File: src/rtl/data_mem_responder_if.sv
// data_mem_responder_if
//   Memory-stage bus between the processor datapath and the data memory
//   responder.
//   master : processor side  (drives mem_read, mem_write, addr, wdata)
//   slave  : responder side  (drives rdata, ready, stall, err)
interface data_mem_responder_if #(
    parameter int DATA_W = 8,
    parameter int ADDR_W = 4
);
    logic              mem_read;
    logic              mem_write;
    logic [ADDR_W-1:0] addr;
    logic [DATA_W-1:0] wdata;
    logic [DATA_W-1:0] rdata;
    logic              ready;
    logic              stall;
    logic              err;

    modport master (
        output mem_read, mem_write, addr, wdata,
        input  rdata, ready, stall, err
    );

    modport slave (
        input  mem_read, mem_write, addr, wdata,
        output rdata, ready, stall, err
    );
endinterface

File: src/rtl/data_mem_responder.sv
// data_mem_responder
//   Single-port data memory for the processor's memory stage. A load or
//   store request is held by the processor; the responder inserts
//   WAIT_CYCLES wait states, commits the access, then pulses ready for one
//   cycle with load data on rdata. stall holds the pipeline until then.
//   Requests with both strobes high are rejected with a one-cycle err pulse.
//
// Ports
//   clk    : clock, rising edge
//   rst_n  : synchronous active-low reset (clears state and memory)
//   bus    : slave side of data_mem_responder_if
//            mem_read/mem_write/addr/wdata in; rdata/ready/stall/err out
//
// state | meaning
// ------+--------------------------------------------------------------
// IDLE  | waiting for a request; samples strobes, addr, wdata
// WAIT  | wait states; counter decrements, commit when it reaches 0
// DONE  | ready pulse for one cycle; requests ignored
//
// WAIT_CYCLES legal range: 0..15 (4-bit wait counter).
module data_mem_responder #(
    parameter int DATA_W      = 8,
    parameter int ADDR_W      = 4,
    parameter int WAIT_CYCLES = 2
) (
    input logic                  clk,
    input logic                  rst_n,
    data_mem_responder_if.slave  bus
);
    localparam int         DEPTH   = 2 ** ADDR_W;
    localparam logic [3:0] WAIT_LD = 4'(WAIT_CYCLES);
    localparam bit         NO_WAIT = (WAIT_CYCLES == 0);

    typedef enum logic [1:0] {
        S_IDLE = 2'd0,
        S_WAIT = 2'd1,
        S_DONE = 2'd2
    } state_t;

    state_t            state;
    state_t            state_nxt;
    logic [3:0]        cnt;
    logic              op_write;
    logic [ADDR_W-1:0] addr_q;
    logic [DATA_W-1:0] wdata_q;
    logic [DATA_W-1:0] rdata_q;
    logic              err_q;
    logic [DATA_W-1:0] mem [DEPTH];

    logic              req_one;
    logic              req_both;
    logic              accept;
    logic              commit;
    logic              commit_write;
    logic [ADDR_W-1:0] commit_addr;
    logic [DATA_W-1:0] commit_wdata;

    assign req_one  = bus.mem_read ^ bus.mem_write;
    assign req_both = bus.mem_read & bus.mem_write;

    // State register
    always_ff @(posedge clk) begin
        if (!rst_n) begin
            state <= S_IDLE;
        end else begin
            state <= state_nxt;
        end
    end

    // Next-state logic
    always_comb begin
        state_nxt = state;
        case (state)
            S_IDLE: begin
                if (req_one) begin
                    state_nxt = NO_WAIT ? S_DONE : S_WAIT;
                end
            end
            S_WAIT: begin
                // cnt == 0 is unreachable in WAIT; treat it as terminal too
                if (cnt <= 4'd1) begin
                    state_nxt = S_DONE;
                end
            end
            S_DONE:  state_nxt = S_IDLE;
            default: state_nxt = S_IDLE;
        endcase
    end

    // Output / control decode
    always_comb begin
        accept       = (state == S_IDLE) && req_one;
        bus.stall    = accept || (state == S_WAIT);
        bus.ready    = (state == S_DONE);
        commit       = (accept && NO_WAIT) || ((state == S_WAIT) && (cnt <= 4'd1));
        // With no wait states the commit happens on the sample edge itself,
        // so the live request fields are used instead of the latched copies.
        if (state == S_WAIT) begin
            commit_write = op_write;
            commit_addr  = addr_q;
            commit_wdata = wdata_q;
        end else begin
            commit_write = bus.mem_write;
            commit_addr  = bus.addr;
            commit_wdata = bus.wdata;
        end
    end

    assign bus.rdata = rdata_q;
    assign bus.err   = err_q;

    // Datapath: request latch, wait counter, memory array, load data
    always_ff @(posedge clk) begin
        if (!rst_n) begin
            cnt      <= '0;
            op_write <= 1'b0;
            addr_q   <= '0;
            wdata_q  <= '0;
            rdata_q  <= '0;
            err_q    <= 1'b0;
            for (int i = 0; i < DEPTH; i++) begin
                mem[i] <= '0;
            end
        end else begin
            err_q <= (state == S_IDLE) && req_both;

            if (accept) begin
                op_write <= bus.mem_write;
                addr_q   <= bus.addr;
                wdata_q  <= bus.wdata;
                cnt      <= WAIT_LD;
            end else if ((state == S_WAIT) && (cnt != 4'd0)) begin
                cnt <= cnt - 4'd1;
            end

            if (commit) begin
                if (commit_write) begin
                    mem[commit_addr] <= commit_wdata;
                end else begin
                    rdata_q <= mem[commit_addr];
                end
            end
        end
    end
endmodule

File: src/flat_wrapper.sv
// flat-port wrapper written by rule: the top's interface ports become plain ports
module data_mem_responder_flat 
#(
    parameter int DATA_W      = 8,
    parameter int ADDR_W      = 4,
    parameter int WAIT_CYCLES = 2
)
  (clk, rst_n, bus_mem_read, bus_mem_write, bus_addr, bus_wdata, bus_rdata, bus_ready, bus_stall, bus_err);
  data_mem_responder_if #(.DATA_W(DATA_W), .ADDR_W(ADDR_W)) bus_i ();
  input logic clk;
  input logic rst_n;
  input wire logic [$bits(bus_i.mem_read)-1:0] bus_mem_read;
  input wire logic [$bits(bus_i.mem_write)-1:0] bus_mem_write;
  input wire logic [$bits(bus_i.addr)-1:0] bus_addr;
  input wire logic [$bits(bus_i.wdata)-1:0] bus_wdata;
  output wire logic [$bits(bus_i.rdata)-1:0] bus_rdata;
  output wire logic [$bits(bus_i.ready)-1:0] bus_ready;
  output wire logic [$bits(bus_i.stall)-1:0] bus_stall;
  output wire logic [$bits(bus_i.err)-1:0] bus_err;
  assign bus_i.mem_read = bus_mem_read;
  assign bus_i.mem_write = bus_mem_write;
  assign bus_i.addr = bus_addr;
  assign bus_i.wdata = bus_wdata;
  assign bus_rdata = bus_i.rdata;
  assign bus_ready = bus_i.ready;
  assign bus_stall = bus_i.stall;
  assign bus_err = bus_i.err;
  data_mem_responder #(.DATA_W(DATA_W), .ADDR_W(ADDR_W), .WAIT_CYCLES(WAIT_CYCLES)) u_core (.clk(clk), .rst_n(rst_n), .bus(bus_i));
endmodule
File: config.mk
export PLATFORM = sky130hd
export DESIGN_NAME = data_mem_responder_flat
export DESIGN_NICKNAME = d
export VERILOG_FILES = /design/src/rtl/data_mem_responder_if.sv /design/src/rtl/data_mem_responder.sv /design/src/flat_wrapper.sv
export SDC_FILE = /design/constraint.sdc
export NUM_CORES = 1
export LEC_CHECK = 0
export CELL_PAD_IN_SITES_DETAIL_PLACEMENT = 0
export CELL_PAD_IN_SITES_GLOBAL_PLACEMENT = 1
export CORE_MARGIN = 3
export CORE_UTILIZATION = 40
export DETAILED_ROUTE_END_ITERATION = 10
export GPL_TIMING_DRIVEN = 0
export PLACE_DENSITY_LB_ADDON = 0.1
export SYNTH_ARGS = -nofsm -noshare
export SYNTH_HDL_FRONTEND = slang
export SYNTH_SLANG_ARGS = --single-unit
File: constraint.sdc
create_clock -name clk -period 4.4 [get_ports clk]
set_input_delay 0.88 -clock clk [delete_from_list [all_inputs] [get_ports clk]]
set_output_delay 0.88 -clock clk [all_outputs]
set_load 0.02 [all_outputs]
==> reports/qor.csv, run 1 <==
stage,metric,value,unit
run_status,status,"complete, no violations",
timing,fin_crit_sh,0.8573,
synthesis,synth_common_cells,"nor2_1, edfxtp_1, nand2_1",
route,wl_per_cell,20.92,µm
finish,nets,648,
global_route,grt_pass1_wl,27270,µm
timing,worstMarginPinSlew,1.121,ns
timing,max_freq,265.1,MHz
global_route,grt_start_max_net_pins,17,
synthesis,synth_mux_area_frac,0.01352,
synthesis,synth_nets,603,
global_route,grt_pass1_vias,4714,
synthesis,synth.yosys.seq_area_share,0.6608,
timing,timing.setup.tns,0,ns
synthesis,synth_simple_gate_area_frac,0.1429,
floorplan,fp.dieArea,18250,µm²
placed_design,gp_congestion,0.8337,
min_path,holdPathStages,2,
timing,fin_worst_skew,0.01127,ns
power_and_ir_drop,ir_drop,0.2885,mV
clock_network,cts.path.max_buffers,2,
worst_setup_path,required,3.52,ns
power_and_ir_drop,power.density,457.1,nW/µm²
synthesis,synth_edf_count,128,
synthesis,synth_top_area_frac,0.5767,
finish,area.growth.synth_to_final,16.41,%
min_path,whs_endpoint,u_core.wdata_q[3],
finish,fin_util,0.4814,
finish,layoutNonFillerInstCount,857,
placed_design,io_buffers,26,
clock_network,tritoncts,yes,
synthesis,syn_area_per_cell,11.43,µm²
worst_setup_path,startpoint_type,input port,
synthesis,synthArstFlopShare,0,
synthesis,synth_compound_area_frac,0.1434,
global_route,grt_antenna_before_repair,0,
synthesis,synthFlopType,edfxtp_1,
synthesis,synthTopCellsByArea,"edfxtp_1, dfxtp_1, nor2_1",
clock_network,cts_max_level,4,
worst_setup_path,r2r_slack,1.58,ns
finish,stdcell_area,7759,µm²
global_route,overflow,0,
route,drc,0,
route,drt-total-wl,17930,µm
timing,hold_viol_final,0,
floorplan,dieWidth,135.1,µm
finish,filler_cell_count,1493,
global_route,track_usage,0.2033,
floorplan,ios,27,
min_path,hp-start,u_core.wdata_q[3],
floorplan,initial_core_util,0.4136,
timing,report.final.slew_viol_count,0,
worst_setup_path,r2r-start,u_core.state[1],
worst_setup_path,cp_max_fo,10,
clock_network,cts_buffers,17,
power_and_ir_drop,p_leak,2.704,nW
timing,period_minus_slack,3.772,ns
synthesis,yosysWarnings,0,
clock_network,post_cts_resized,0,
finish,drive_above_1_share,0.07800,
synthesis,synth_area,6665,µm²
route,ant_nets,0,
floorplan,coreArea,16120,µm²
finish,multi_input_area,2074,µm²
worst_setup_path,reg2reg_depth,5,
worst_setup_path,crit_type,in2out,
timing,rsz0062_at_grt,false,
route,drtIter0Drc,417,
synthesis,synth-seq-cells,156,
finish,insertedDiodeCount,0,
clock_network,hold_buffers,0,
placed_design,hpwl,12690,µm
clock_network,cts-root-buf,clkbuf_16,
route,via_per_inst,5.452,
clock_network,cts_sinks,156,
timing,setup_viol,0,
flow_run,maxCapViolations,0,
clock_network,clock_latency,0.43,ns
synthesis,yosysMostFrequentCell,nor2_1,
synthesis,synth_fa_ha_area_frac,0.007509,
synthesis,synthXorXnorAreaFrac,0.003942,
synthesis,synth.distinct_cells,36,
clock_network,clkTransAtPathRegs,0.06,ns
floorplan,num_rows,46,
finish,regArea,4404,µm²
worst_setup_path,worst_setup_path_end_kind,output port,
min_path,min_path_type,reg2reg,
synthesis,yosys.area.top_type,edfxtp_1,
route,dr_total_vias,4672,
worst_setup_path,arrival,2.89,ns
synthesis,synth_top_family_by_area,compound AO/OA/AOI/OAI gates,
worst_setup_path,crit_start,bus_mem_write,
clock_network,postCtsSetupBuffers,0,
worst_setup_path,reg2reg_to,u_core.mem[13][7],
synthesis,syn_inst,583,
route,drtPass1Iterations,5,
timing,slew_headroom,0.2312,
placed_design,placed_cell_area,7196,µm²
placed_design,dpl.cell_count,825,
floorplan,chipHeight,135.1,µm
## per-layer routing
layer / vias to the layer above / track usage / part of all wire
met5: - / 0 / 0
met4: 0 / 0.07111 / 0.021
met3: 21 / 0.03912 / 0.054
met2: 161 / 0.3349 / 0.48
met1: 2274 / 0.2702 / 0.44
li1: 2216 / - / -
## through the flow
stage / total power [mW] / setup slack (ns) / hold WS (ns)
final: 3.547 / 0.6279 / 0.4625
after floorplan: 1.988 / 1.725 / 0.4428
after CTS: 3.564 / 0.5986 / 0.4659
after detailed placement: 2.175 / 0.6133 / 0.4567
after global routing: 3.666 / 0.5068 / 0.4822
after global placement: 2.170 / 0.6013 / 0.4497
## cells in the final DEF (no fill, tap or decap), types with 5 or more instances in the layout
| cell | Yosys | final |
|---|---|---|
| nor2b_1 | 6 | 6 |
| mux2i_1 | 9 | 9 |
| clkbuf_16 | 0 | 17 |
| a21oi_1 | 41 | 41 |
| nand2_1 | 67 | 67 |
| nor2_1 | 134 | 134 |
| buf_2 | 11 | 11 |
| dfxtp_1 | 28 | 28 |
| clkdlybuf4s50_1 | 0 | 26 |
| edfxtp_1 | 128 | 128 |
| nor4_1 | 8 | 8 |
| a21boi_0 | 14 | 14 |
| clkbuf_1 | 19 | 19 |
| o21ai_0 | 10 | 10 |
| a22oi_1 | 64 | 64 |
| inv_1 | 5 | 5 |
## cells by family (layout without fill, tap and decap cells)
family                   after synthesis  count (layout)
AO/OA/AOI/OAI                        141             141
adder cells (fa/ha/maj)                4               4
XOR/XNOR                               3               3
flip-flops                           156             156
buffers and inverters                 39              97
multiplexers                           9               9
AND/OR/NAND/NOR                      231             231
## final cells by class
class,count,area share
well taps,216,0.03483
clock buffers,17,0.05483
plain buffers,34,0.02161
inverters,5,0.002419
repair buffers,26,0.03354
multi-input cells,388,0.2674
flip-flops and latches,156,0.5676
clock inverters,15,0.01774
## worst max-delay path, cell delays in order
cell,delay [ns]
clkdlybuf4s50_1,0.43
ha_1,0.31
nand2_1,0.22
clkbuf_1,0.40
nand2_1,0.10
clkdlybuf4s50_1,0.55
## flip-flops by register name, indices dropped and copies added, names as in the netlist
| signal | count |
|---|---|
| u_core.bus.err | 1 |
| u_core.state | 2 |
| u_core.cnt | 4 |
| u_core.op_write | 1 |
| u_core.mem | 128 |
| u_core.bus.rdata | 8 |
| u_core.addr_q | 4 |
| u_core.wdata_q | 8 |
## worst max-delay path by stage
stage	endpoint	cells after the start
final	bus_stall	6
after global routing	bus_stall	6
after CTS	bus_stall	6
after detailed placement	bus_stall	6
after global placement	bus_stall	6
after floorplan	bus_stall	4
## power breakdown
| group | switching, mW | internal (mW) | total [mW] |
|---|---|---|---|
| clock network | 0.617 | 0.785 | 1.40 |
| registers | 0.0329 | 1.66 | 1.69 |
| logic | 0.311 | 0.143 | 0.454 |
| total | 0.961 | 2.59 | 3.55 |
Power figures use the tool's default switching activity.
==> inputs of run 2 (changes only) <==
--- a/config.mk
+++ b/config.mk
@@ -5,9 +5,9 @@
 export SDC_FILE = /design/constraint.sdc
 export NUM_CORES = 1
 export LEC_CHECK = 0
+export ABC_AREA = 1
 export CELL_PAD_IN_SITES_DETAIL_PLACEMENT = 0
 export CELL_PAD_IN_SITES_GLOBAL_PLACEMENT = 1
-export CORE_MARGIN = 3
 export CORE_UTILIZATION = 40
 export DETAILED_ROUTE_END_ITERATION = 10
 export GPL_TIMING_DRIVEN = 0
==> reports/qor.csv, run 2 <==
stage,metric,value,unit,change
finish,regMostFlops,u_core.mem,,
clock_network,cts.path.max_buffers,2,,unchanged
synthesis,synthFlopType,edfxtp_1,,
clock_network,clkTransAtPathRegs,0.06,ns,about the same
finish,nets,905,,+40%
route,drc,0,,unchanged
finish,filler_cell_count,1785,,+20%
clock_network,clock_latency,0.43,ns,about the same
power_and_ir_drop,ir_drop,0.2840,mV,-1.6%
placed_design,hpwl,14710,µm,+16%
clock_network,cts_buffers,17,,unchanged
floorplan,initial_core_util,0.4076,,-0.005981
power_and_ir_drop,power.density,455.4,nW/µm²,-0.37%
finish,multi_input_area,2618,µm²,+26%
synthesis,synth_area,7322,µm²,+9.9%
clock_network,cts_sinks,156,,unchanged
worst_setup_path,reg2reg_depth,7,,+2
clock_network,postCtsSetupBuffers,0,,unchanged
timing,worstMarginPinSlew,1.082,ns,-0.03956 ns
floorplan,num_rows,49,,+6.5%
global_route,overflow,0,,unchanged
timing,slew_headroom,0.2741,,+0.04292
floorplan,ios,27,,unchanged
timing,timing.setup.tns,0,ns,unchanged
finish,drive_above_1_share,0.09588,,+0.01787
timing,whs,0.4923,ns,+0.02977 ns
route,ant_nets,0,,unchanged
min_path,min_path_type,reg2reg,,
timing,report.final.slew_viol_count,0,,unchanged
timing,hold_viol_final,0,,unchanged
finish,most-common-layout-cells,"nand2_1, nor2_1, edfxtp_1, nand3_1, dfxtp_1",,
placed_design,gp_congestion,0.8791,,+5.4%
worst_setup_path,startpoint_type,input port,,
worst_setup_path,crit_type,in2out,,
synthesis,synth_top_area_frac,0.5249,,-0.05174
clock_network,hold_buffers,0,,unchanged
route,wl_per_cell,18.33,µm,-12%
flow_run,maxCapViolations,0,,unchanged
finish,stdcell_area,8426,µm²,+8.6%
placed_design,placed_cell_area,7869,µm²,+9.4%
clock_network,post_cts_resized,0,,unchanged
synthesis,yosys.area.top_type,edfxtp_1,,
run_status,status,"complete, no violations",,
synthesis,synth_nets,860,,+43%
synthesis,synth.yosys.seq_area_share,0.6015,,-0.05928
global_route,grt_start_max_net_pins,17,,unchanged
finish,insertedDiodeCount,0,,unchanged
synthesis,syn_inst,840,,+44%
finish,fin_util,0.4690,,-0.01241
floorplan,chipHeight,137.3,µm,+1.6%
clock_network,cts_max_level,4,,unchanged
route,via_per_inst,5.160,,-5.4%
synthesis,synth_edf_count,128,,unchanged
synthesis,synth.distinct_cells,24,,-33%
synthesis,yosysMostFrequentCell,nand2_1,,
route,dr_total_vias,5810,,+24%
worst_setup_path,worst_setup_path_end_kind,output port,,
finish,largest_register_ffs,128,,unchanged
synthesis,yosysWarnings,0,,unchanged
timing,max_freq,264.6,MHz,-0.20%
placed_design,dpl.cell_count,1095,,+33%
synthesis,synthTopCellsByArea,"edfxtp_1, nand2_1, nor2_1",,
finish,layoutNonFillerInstCount,1126,,+31%
global_route,grt_pass1_wl,30850,µm,+13%
worst_setup_path,cp_max_fo,10,,unchanged
global_route,track_usage,0.2331,,+0.02984
clock_network,tritoncts,yes,,
floorplan,coreArea,17960,µm²,+11%
synthesis,syn_area_per_cell,8.717,µm²,-24%
synthesis,synthXorXnorAreaFrac,0.001196,,-0.002746
synthesis,synth_simple_gate_area_frac,0.3213,,+0.1784
placed_design,pre_cts_slack,0.5992,ns,-0.01412 ns
finish,area.growth.synth_to_final,15.07,%,
floorplan,dieWidth,137.3,µm,+1.6%
finish,final_common_cell,nand2_1,,
worst_setup_path,required,3.52,ns,about the same
synthesis,synth-seq-cells,156,,unchanged
synthesis,synthArstFlopShare,0,,unchanged
min_path,holdPathStages,2,,unchanged
floorplan,fp.dieArea,18850,µm²,+3.3%
route,drtPass1Iterations,8,,+3
placed_design,io_buffers,26,,unchanged
worst_setup_path,arrival,2.90,ns,about the same
synthesis,synth_compound_area_frac,0.02820,,-0.1152
synthesis,synth_common_cells,"nand2_1, nor2_1, edfxtp_1",,
power_and_ir_drop,p_leak,3.659,nW,+35%
global_route,grt_pass1_vias,5327,,+13%
timing,setup_viol,0,,unchanged
timing,period_minus_slack,3.780,ns,+0.007561 ns
clock_network,cts-root-buf,clkbuf_16,,
route,drt-total-wl,20640,µm,+15%
timing,rsz0062_at_grt,false,,
timing,fin_worst_skew,0.008605,ns,-0.002670 ns
power_and_ir_drop,p_total,3.837,mW,+8.2%
synthesis,synth_top_family_by_area,simple AND/OR/NAND/NOR gates,,
route,drtIter0Drc,482,,+16%
global_route,grt_antenna_before_repair,0,,unchanged
timing,fin_ws,0.6203,ns,-0.007561 ns
timing,fin_crit_sh,0.8590,,+0.001718
finish,regArea,4404,µm²,unchanged
synthesis,synth_fa_ha_area_frac,0.006835,,-0.0006736
synthesis,synth_mux_area_frac,0,,-0.01352
-- run 2: critical path, cell delays in order --
cell and delay (ns):
clkdlybuf4s50_1 0.44, ha_1 0.32, nand2_1 0.19, clkbuf_1 0.42
nand2_1 0.09, clkdlybuf4s50_1 0.56
-- run 2: cells by family (layout without fill, tap and decap cells) --
kind of cell / Yosys count / count (layout)
AOI/OAI and AO/OA: 39 / 39
and+or+nand+nor: 570 / 570
adders and majority gates: 4 / 4
buffers and inverters: 70 / 127
xor gates and xnor gates: 1 / 1
DFF: 156 / 156
-- run 2: path summary, 6_finish.rpt --
path | from | to | slack [ns]
worst min-delay path | u_core.wdata_q[6] | u_core.wdata_q[6] | 0.49
worst max register to register | u_core.state[0] | u_core.mem[15][5] | 1.65
worst max-delay path | bus_mem_write | bus_stall | 0.62
worst min register to register | u_core.wdata_q[6] | u_core.wdata_q[6] | 0.49
-- run 2: layer usage --
metal  vias up  track usage  part of all wire
li1       2824            -                 -
met1      2818       0.3254              0.47
met2       143       0.3662              0.47
met3        25      0.03385             0.045
met4         0      0.08913             0.020
met5         -            0                 0
-- run 2: power breakdown --
part	internal (mW)	switching, mW
Clock	0.823	0.587
Combinational	0.184	0.548
Sequential	1.66	0.0307
Total	2.67	1.17
-- run 2: area by class of cell --
| type | count | area share |
|---|---|---|
| inverters | 25 | 0.01114 |
| multi-input cells | 614 | 0.3107 |
| plain buffers | 45 | 0.02450 |
| flip-flops and latches | 156 | 0.5227 |
| well taps | 229 | 0.03401 |
| clock buffers | 18 | 0.05094 |
| clock inverters | 13 | 0.01515 |
| repair buffers | 26 | 0.03089 |
==> inputs of run 3 (changes only) <==
--- a/config.mk
+++ b/config.mk
@@ -12,6 +12,7 @@
 export DETAILED_ROUTE_END_ITERATION = 10
 export GPL_TIMING_DRIVEN = 0
 export PLACE_DENSITY_LB_ADDON = 0.1
+export SLEW_MARGIN = 20
 export SYNTH_ARGS = -nofsm -noshare
 export SYNTH_HDL_FRONTEND = slang
 export SYNTH_SLANG_ARGS = --single-unit
==> results of run 3 <==
Same layout as run 2: the final DEF is identical, and so are final timing and power.
